[src/rtl/alu_seq.sv]
// alu_seq: handshaked ALU with single-cycle ops and a WIDTH-cycle shift-add multiplier
module alu_seq #(
  parameter int WIDTH = 64
) (
  input  logic             clk,
  input  logic             rst_n,
  input  logic             in_valid,
  output logic             in_ready,
  input  logic [WIDTH-1:0] A,
  input  logic [WIDTH-1:0] B,
  input  logic [3:0]       ALU_control,
  output logic             out_valid,
  input  logic             out_ready,
  output logic [WIDTH-1:0] out,
  output logic             zero,
  output logic             illegal
);
  localparam int SHW = $clog2(WIDTH);
  typedef enum logic [1:0] {IDLE, MUL, DONE} state_t;
  state_t           r_state, w_next;
  logic [SHW-1:0]   r_cnt, w_sh;
  logic [WIDTH-1:0] r_mcand, r_mplier, r_acc, r_out, w_res, w_acc_next;
  logic             r_ill, w_ill, w_accept, w_is_mul, w_last;
  assign w_sh       = B[SHW-1:0];
  assign in_ready   = (r_state == IDLE) || (r_state == DONE && out_ready);
  assign w_accept   = in_valid && in_ready;
  assign w_is_mul   = ALU_control == 4'b1010;
  assign w_last     = &r_cnt;
  assign w_acc_next = r_acc + (r_mplier[0] ? r_mcand : '0);
  assign out_valid  = r_state == DONE;
  assign out        = r_out;
  assign zero       = r_out == '0;
  assign illegal    = r_ill;
  // Opcode decode for the single-cycle operations; MUL is handled by the iterative path
  always_comb begin
    w_res = '0;
    w_ill = 1'b0;
    case (ALU_control)
      4'b0000: w_res = A & B;
      4'b0001: w_res = A | B;
      4'b0010: w_res = A + B;
      4'b0110: w_res = A - B;
      4'b0111: w_res = {{(WIDTH-1){1'b0}}, $signed(A) < $signed(B)};
      4'b0011: w_res = A ^ B;
      4'b0100: w_res = A << w_sh;
      4'b0101: w_res = A >> w_sh;
      4'b1000: w_res = $signed(A) >>> w_sh;
      4'b1001: w_res = {{(WIDTH-1){1'b0}}, A < B};
      4'b1010: w_res = '0;
      default: w_ill = 1'b1;
    endcase
  end
  // Next state: MUL runs until the last multiplier bit; otherwise accepts win, DONE holds until taken
  always_comb begin
    w_next = r_state == MUL ? (w_last ? DONE : MUL) :
             w_accept ? (w_is_mul ? MUL : DONE) :
             (r_state == DONE && !out_ready) ? DONE : IDLE;
  end
  // State register
  always_ff @(posedge clk or negedge rst_n) begin
    if (!rst_n) r_state <= IDLE;
    else r_state <= w_next;
  end
  // Result and multiplier datapath; the final iteration writes straight into the result register
  always_ff @(posedge clk or negedge rst_n) begin
    if (!rst_n) begin
      r_out    <= '0;
      r_ill    <= 1'b0;
      r_cnt    <= '0;
      r_acc    <= '0;
      r_mcand  <= '0;
      r_mplier <= '0;
    end else if (w_accept) begin
      r_cnt    <= '0;
      r_acc    <= '0;
      r_mcand  <= A;
      r_mplier <= B;
      if (!w_is_mul) begin
        r_out <= w_res;
        r_ill <= w_ill;
      end
    end else if (r_state == MUL) begin
      r_cnt    <= r_cnt + 1'b1;
      r_acc    <= w_acc_next;
      r_mcand  <= r_mcand << 1;
      r_mplier <= r_mplier >> 1;
      if (w_last) begin
        r_out <= w_acc_next;
        r_ill <= 1'b0;
      end
    end
  end
endmodule
[config.mk]
export PLATFORM = sky130hd
export DESIGN_NAME = alu_seq
export DESIGN_NICKNAME = d
export VERILOG_FILES = /design/src/rtl/alu_seq.sv
export SDC_FILE = /design/constraint.sdc
export NUM_CORES = 2
export LEC_CHECK = 0
export CORE_MARGIN = 2
export CORE_UTILIZATION = 63
export CTS_CLUSTER_SIZE = 14
export DETAILED_ROUTE_END_ITERATION = 7
export GPL_ROUTABILITY_DRIVEN = 0
export PLACE_DENSITY = 0.88
export SLEW_MARGIN = 25
export SYNTH_ARGS = -nofsm -noshare
export SYNTH_HDL_FRONTEND = slang
export SYNTH_SLANG_ARGS = --single-unit
[constraint.sdc]
create_clock -name clk -period 4.6 [get_ports clk]
set_input_delay 1.38 -clock clk [delete_from_list [all_inputs] [get_ports clk]]
set_output_delay 1.38 -clock clk [all_outputs]
set_load 0.05 [all_outputs]
==> metrics list, run 1 <==
- Result of the run: stopped before the end
- It got as far as 5_1_grt and failed there.
* First error message: [ERROR GRT-0232] Routing congestion too high. Check the congestion heatmap in the GUI.
- In the global route stage, overall resource usage came out at roughly nine tenths.
- Cell variety after synth: roughly 110
* Clk sink count: 265
- Summing the areas of all xor and xnor instances in the mapped netlist gives under 10% of the synthesized area.
- Post-synthesis area per instance: ~7.5 um^2
* Largest area contributor in the synthesized netlist: sky130_fd_sc_hd__dfrtp_1
- Maximum number of pins on one net before global-route repair: ~140
* Arithmetic-cell share of the synthesized area counting full adders, half adders and majority gates: between 9 and 10%
- Portion of netlist area occupied by mux cells: 12.9%
- Number of buffers created by CTS: 30
- Maximum root-to-sink buffer count: 3
- In this run the cell area measured after placement is roughly 46000 um^2.
* Simple-gate area share of the yosys netlist: about a fifth
* Post-place setup slack: -0.926 ns
- The total overflow left after global routing is between 1000 and 1500.
- Detail Placement HPWL: 142000 um
- During synthesis, Yosys emitted a total of 0 warnings.
* Most area-consuming cells after synthesis: sky130_fd_sc_hd__dfrtp_1 (18%), sky130_fd_sc_hd__ha_1 (9.4%), sky130_fd_sc_hd__nand2_1 (7.3%)
- Number of synthesized flops with an enable pin: 0
* Mapped cell area: about 37000 um^2
- Seq cells post-synth: 265
- Dominant cell by count in the synthesized netlist: sky130_fd_sc_hd__nand2_1
- For this run, the leading register cell type out of synthesis is sky130_fd_sc_hd__dfrtp_1.
- After synthesis, the largest family of logic cells by area is compound AO/OA/AOI/OAI gates.
- Count of buffers from port buffering: roughly 200
* Cell types with the highest counts after synthesis: sky130_fd_sc_hd__nand2_1 (715), sky130_fd_sc_hd__nor2_1 (472), sky130_fd_sc_hd__a21oi_1 (418)
- When the last timing repair stopped, the worst path ended at out[57]$_DFFE_PN0P_/D.
- FFs w/ async S/R, synth: 100%
* Synth Area in Compound Gates: roughly 30%
- In this run, post-CTS hold repair placed 0 buffers.
- Proportion of synthesized chip area in sequential cells: 18.1%
- Summed over its instances, the top area cell type makes up between 10% and 20% of the synthesized netlist area.
* Row cnt: between 80 and 90
- CTS built an H-tree with a depth of 1.
- For this configuration, the core starts out at a cell density of between 60% and 70%.
- Net count after synthesis: between 5000 and 6000
- The die is around 250 um wide.
* Num ports: a little over 200
- The cell count after synthesis came out at between 4000 and 5000.
* Buffer cell driving the clock tree root: sky130_fd_sc_hd__clkbuf_16
* Worst-path end type: register input
* Die outline height: 245 um
-- kinds of logic after synthesis --
family | count (synthesis)
fa+ha+maj | 280
xor+xnor | 87
mux | 330
simple gates | 1671
buf+inv | 630
flops | 265
compound gates | 1651
-- stage by stage --
step	setup TNS, ns	std cells	hold slack [ns]
after floorplan	-1.77	4914	0.446
after detailed placement	-28.40	6467	0.471
after global placement	-21.81	6467	0.459
after CTS	-0.00292	6523	0.487
-- what timing repair did --
item	CTS
pin swaps	5
setup buffers	3
endpoints found under the setup margin	23
gates resized for setup	44
-- layer usage --
layer | track usage, % | GRT overflow
met4 | 88.8 | 304
met1 | 88.3 | 179
met2 | 97.7 | 530
met3 | 85.7 | 151
met5 | 80.1 | 19
==> inputs of run 2 (changes only) <==
- CORE_UTILIZATION: 63 -> 40
- CTS_CLUSTER_SIZE: 14 -> default
- PLACE_DENSITY: 0.88 -> default
- PLACE_DENSITY_LB_ADDON: default -> 0.15
==> run 2 against run 1 <==
Net effect: the flow now finishes, with violations (DRC); area after synthesis unchanged; synthesized cell count did not move.
==> metrics list, run 2 <==
- Maximum number of pins on one net before global-route repair: 110
* Simple-gate area share of the yosys netlist: 20.1% (unchanged)
* Worst setup skew after layout: roughly 0.038 ns
* Final cell count without fillers: 7143
* Die outline height: 307 um (+25%)
* Crit path setup slack, layout: approximately 0.055 ns
- Yosys instantiated no cell more often than sky130_fd_sc_hd__nand2_1.
- The library cell used most frequently in the layout, excluding fill and tap cells, is sky130_fd_sc_hd__buf_4.
- Share of the clock period used by the worst path after layout: 98.8%
- The largest single stage delay on the critical path is ~0.57 ns.
* Areal power density over the cells: 270 nW/um^2
- Across the run, the number of max-cap violations was 0.
- Reg2Reg Setup Slack: roughly 0.16 ns
- Via count of the first global-routing pass: 42600
* FFs w/ async S/R, synth: 100% (unchanged)
- Placed Instances: 7053 (+9.1%)
- The number of slew-limit violations in the final report was 0.
* Combinational family with the most area after synthesis: compound AO/OA/AOI/OAI gates
* Effective utilization at floorplan: 40.2% (-23 points)
- Total global routing overflow: 0
- Shortest clock period the worst path allows after layout: around 4.5 ns
* Final antenna-violating net count: 0
* Worst-skew pair later-pin latency: ~0.59 ns
- Worst max-slew margin expressed relative to the limit: about a third
- Wires add up to a little under 200000 um.
- TritonCTS built the clock tree.
* Htree depth: 2 (+1)
- The HPWL after detailed placement is 157000 um (+11%).
- Arithmetic-cell share of the synthesized area counting full adders, half adders and majority gates: 9.60% (unchanged)
- Cells along the critical path: clkdlybuf4s50_1 -> inv_1 -> ha_4 -> nand2_1 -> buf_4 -> a21oi_1 -> a21boi_1 -> buf_4 -> o41ai_2 -> o21ai_4 -> o31a_1 -> o31a_1 -> nor4_2 -> or3_1 -> a31oi_4 -> a211o_1
- Worst Reg-to-Reg Cells: 14
- The finished cells cover roughly 50000 um^2.
- CP Data Arrival Time: ~5 ns
- Relative to the synthesized area, the layout overhead comes to 36.6%.
- Adding up every negative setup slack in the final design gives 0 ns.
- Startpoint-to-endpoint class of the critical path: primary input to flip-flop
* Commonest register cell after synthesis: sky130_fd_sc_hd__dfrtp_1
- The worst setup path is launched from a primary input.
- The synthesized-area fraction occupied by ao, oa, aoi and oai cells came to 29.9% (unchanged).
- Setup Viol. Count Final: 0
- Critical hold path startpoint: r_mcand[63]
* Num ports: 204 (unchanged)
- GRT Total Usage: 40.3%
* Drt first pass iters: 8
- Hold timing on the final database bottoms out at a slack of around 0.48 ns.
- Initial DRC count: 6854
- The number of instances in the synthesized netlist came to 4914 (unchanged).
* Buffer cell driving the clock tree root: sky130_fd_sc_hd__clkbuf_16
- FF-to-FF Start: r_mcand[0]
- The number of clock sinks seen by CTS was 265 (unchanged).
* Most area-consuming cells after synthesis: sky130_fd_sc_hd__dfrtp_1 (18%), sky130_fd_sc_hd__ha_1 (9.4%), sky130_fd_sc_hd__nand2_1 (7.3%)
- Max Clock Freq: around 220 MHz
* Ratio of routed vias to standard cells: between 6 and 7
* Net count after synthesis: 5330 (unchanged)
- The number of hold-slack violations in the final timing report came to 0.
- Largest area contributor in the synthesized netlist: sky130_fd_sc_hd__dfrtp_1
- Post-place instance area: 47600 um^2 (+4.2%)
* Post-synthesis area per instance: 7.47 um^2 (unchanged)
- After detailed routing, the average wire length per cell comes to 27.6 um.
* Maximum root-to-sink buffer count: 3 (unchanged)
* Worst hold endpoint: r_mcand[63]
* Number of buffers created by CTS: 35 (+17%)
- Yosys warning count: 0 (unchanged)
* Result of the run: finished, violations left
- Of the cells placed in the final design, the portion with a size suffix greater than 1 is ~28%.
* Pin slew with the least headroom to its limit: approximately 0.98 ns
- Standard cell core area: between 90000 and 100000 um^2
- For this design the static power due to leakage is between 20 and 25 nW.
* Mapped cell area: 36700 um^2 (unchanged)
* Number of buffers inserted for hold repair after clock tree synthesis: 0 (unchanged)
- Top library cells by usage in the layout, fill and taps aside: sky130_fd_sc_hd__buf_4 (1134), sky130_fd_sc_hd__nand2_1 (708), sky130_fd_sc_hd__nor2_1 (464), sky130_fd_sc_hd__a21oi_1 (396), sky130_fd_sc_hd__dfrtp_1 (265)
* Number of synthesized flops with an enable pin: 0 (unchanged)
- The count of buffers from port buffering was 203 (unchanged).
- Summing over every cut layer, the via total after detailed routing is 45500.
- The mux contribution to synthesized area is 12.9% (unchanged).
- The first global-routing pass estimated 283000 um of wire.
- Row cnt: 111 (+26%)
- The xor and xnor area share after synthesis is 2.07% (unchanged).
* Proportion of synthesized chip area in sequential cells: 18.1% (unchanged)
* Worst endpoint required time: approximately 5 ns
- Violated checks: DRC
- Cell variety after synth: 112 (unchanged)
- Width of the chip: 307 um (+25%)
* Min-delay worst type: flip-flop to flip-flop
- Post-place setup slack: -1.03 ns (-0.104 ns)
- Max IR drop VDD: 0.000245 V
* Initial antenna violation count: 14
- The fraction of synthesized cell area taken by the top area cell type is 18.1% (unchanged).
- Capturing element type of the critical path: flip-flop
* Biggest fanout along the worst timing path: 7
- # nets final: between 6000 and 7000
- In the routed design, unresolved DRC markers number 9.
- Cell depth of the worst hold path: 2
* CP max-delay cell: sky130_fd_sc_hd__clkdlybuf4s50_1
- Clock-pin slew was measured on the worst setup and hold paths at 0.06 ns.
* Cell types with the highest counts after synthesis: sky130_fd_sc_hd__nand2_1 (715), sky130_fd_sc_hd__nor2_1 (472), sky130_fd_sc_hd__a21oi_1 (418)
- The count of state elements after synthesis is 265 (unchanged).
* Capturing point of the worst reg2reg path: out[62]
- Die outline area: 94200 um^2
==> run 2: repair_timing <==
action | in CTS | in global routing
hold endpoints to repair | 0 | 0
buffers inserted | 2 | 23
gates resized for setup | 53 | 202
pin swaps | 8 | 57
setup endpoints to repair | 22 | 50
==> run 2: cell families after synthesis <==
kind of cell	after synthesis
xor+xnor	87
simple gates	1671
compound gates	1651
flops	265
mux	330
buf+inv	630
fa+ha+maj	280
==> run 2: cell type report <==
cell class / instances / area, um^2
tap: 1186 / 1480
inverter: 225 / 887
clock buffer: 42 / 963
sequential: 265 / 6630
fill: 8769 / 41200
clock inverter: 22 / 277
antenna: 4 / 10.0
timing repair buffer: 1380 / 11400
multi-input combinational: 4019 / 28500
==> run 2: report_power, final <==
part	leakage [nW]	internal, mW	switching (mW)
registers	3.30	2.75	0.454
clock network	0.594	1.79	1.22
logic	19.2	2.95	4.38
total	23.1	7.49	6.06
==> run 2: metal layers <==
| layer | vias to the layer above | global-route usage, % | part of all wire [%] |
|---|---|---|---|
| met1 | 21600 | 52.4 | 39 |
| met3 | 697 | 15.8 | 15 |
| met4 | 12 | 20.7 | 6.5 |
| met5 | - | 0.207 | 0.039 |
| met2 | 3157 | 57.2 | 40 |
| li1 | 20100 | - | - |
==> run 2: critical path: cells and delay by family <==
family | cells | cell delay (ns)
simple gates | 3 | 0.63
compound gates | 8 | 1.59
buf+inv | 4 | 1.04
fa+ha+maj | 1 | 0.33
==> run 2: through the flow <==
| step | util [%] | power, mW |
|---|---|---|
| 2_1_floorplan | - | 6.79 |
| 6_report | 54.9 | 13.5 |
| 5_1_grt | 54.9 | 14.0 |
| 4_1_cts | 53.7 | 13.2 |
| 3_5_place_dp | 52.1 | 10.1 |
| 3_3_place_gp | 52.1 | 10.0 |
==> run 2: worst max-delay path by stage <==
| stage | startpoint | endpoint | slack [ns] | depth (start not counted) |
|---|---|---|---|---|
| after global placement | A[41] | out[50] | -0.90 | 17 |
| after detailed placement | A[41] | out[52] | -1.03 | 17 |
| final | B[28] | out[61] | 0.05 | 16 |
| after CTS | A[12] | out[61] | -0.004 | 16 |
| after floorplan | B[2] | out[54] | -0.46 | 20 |
| after global routing | B[13] | out[29] | -0.06 | 18 |
(Power assumes the default switching activity.)
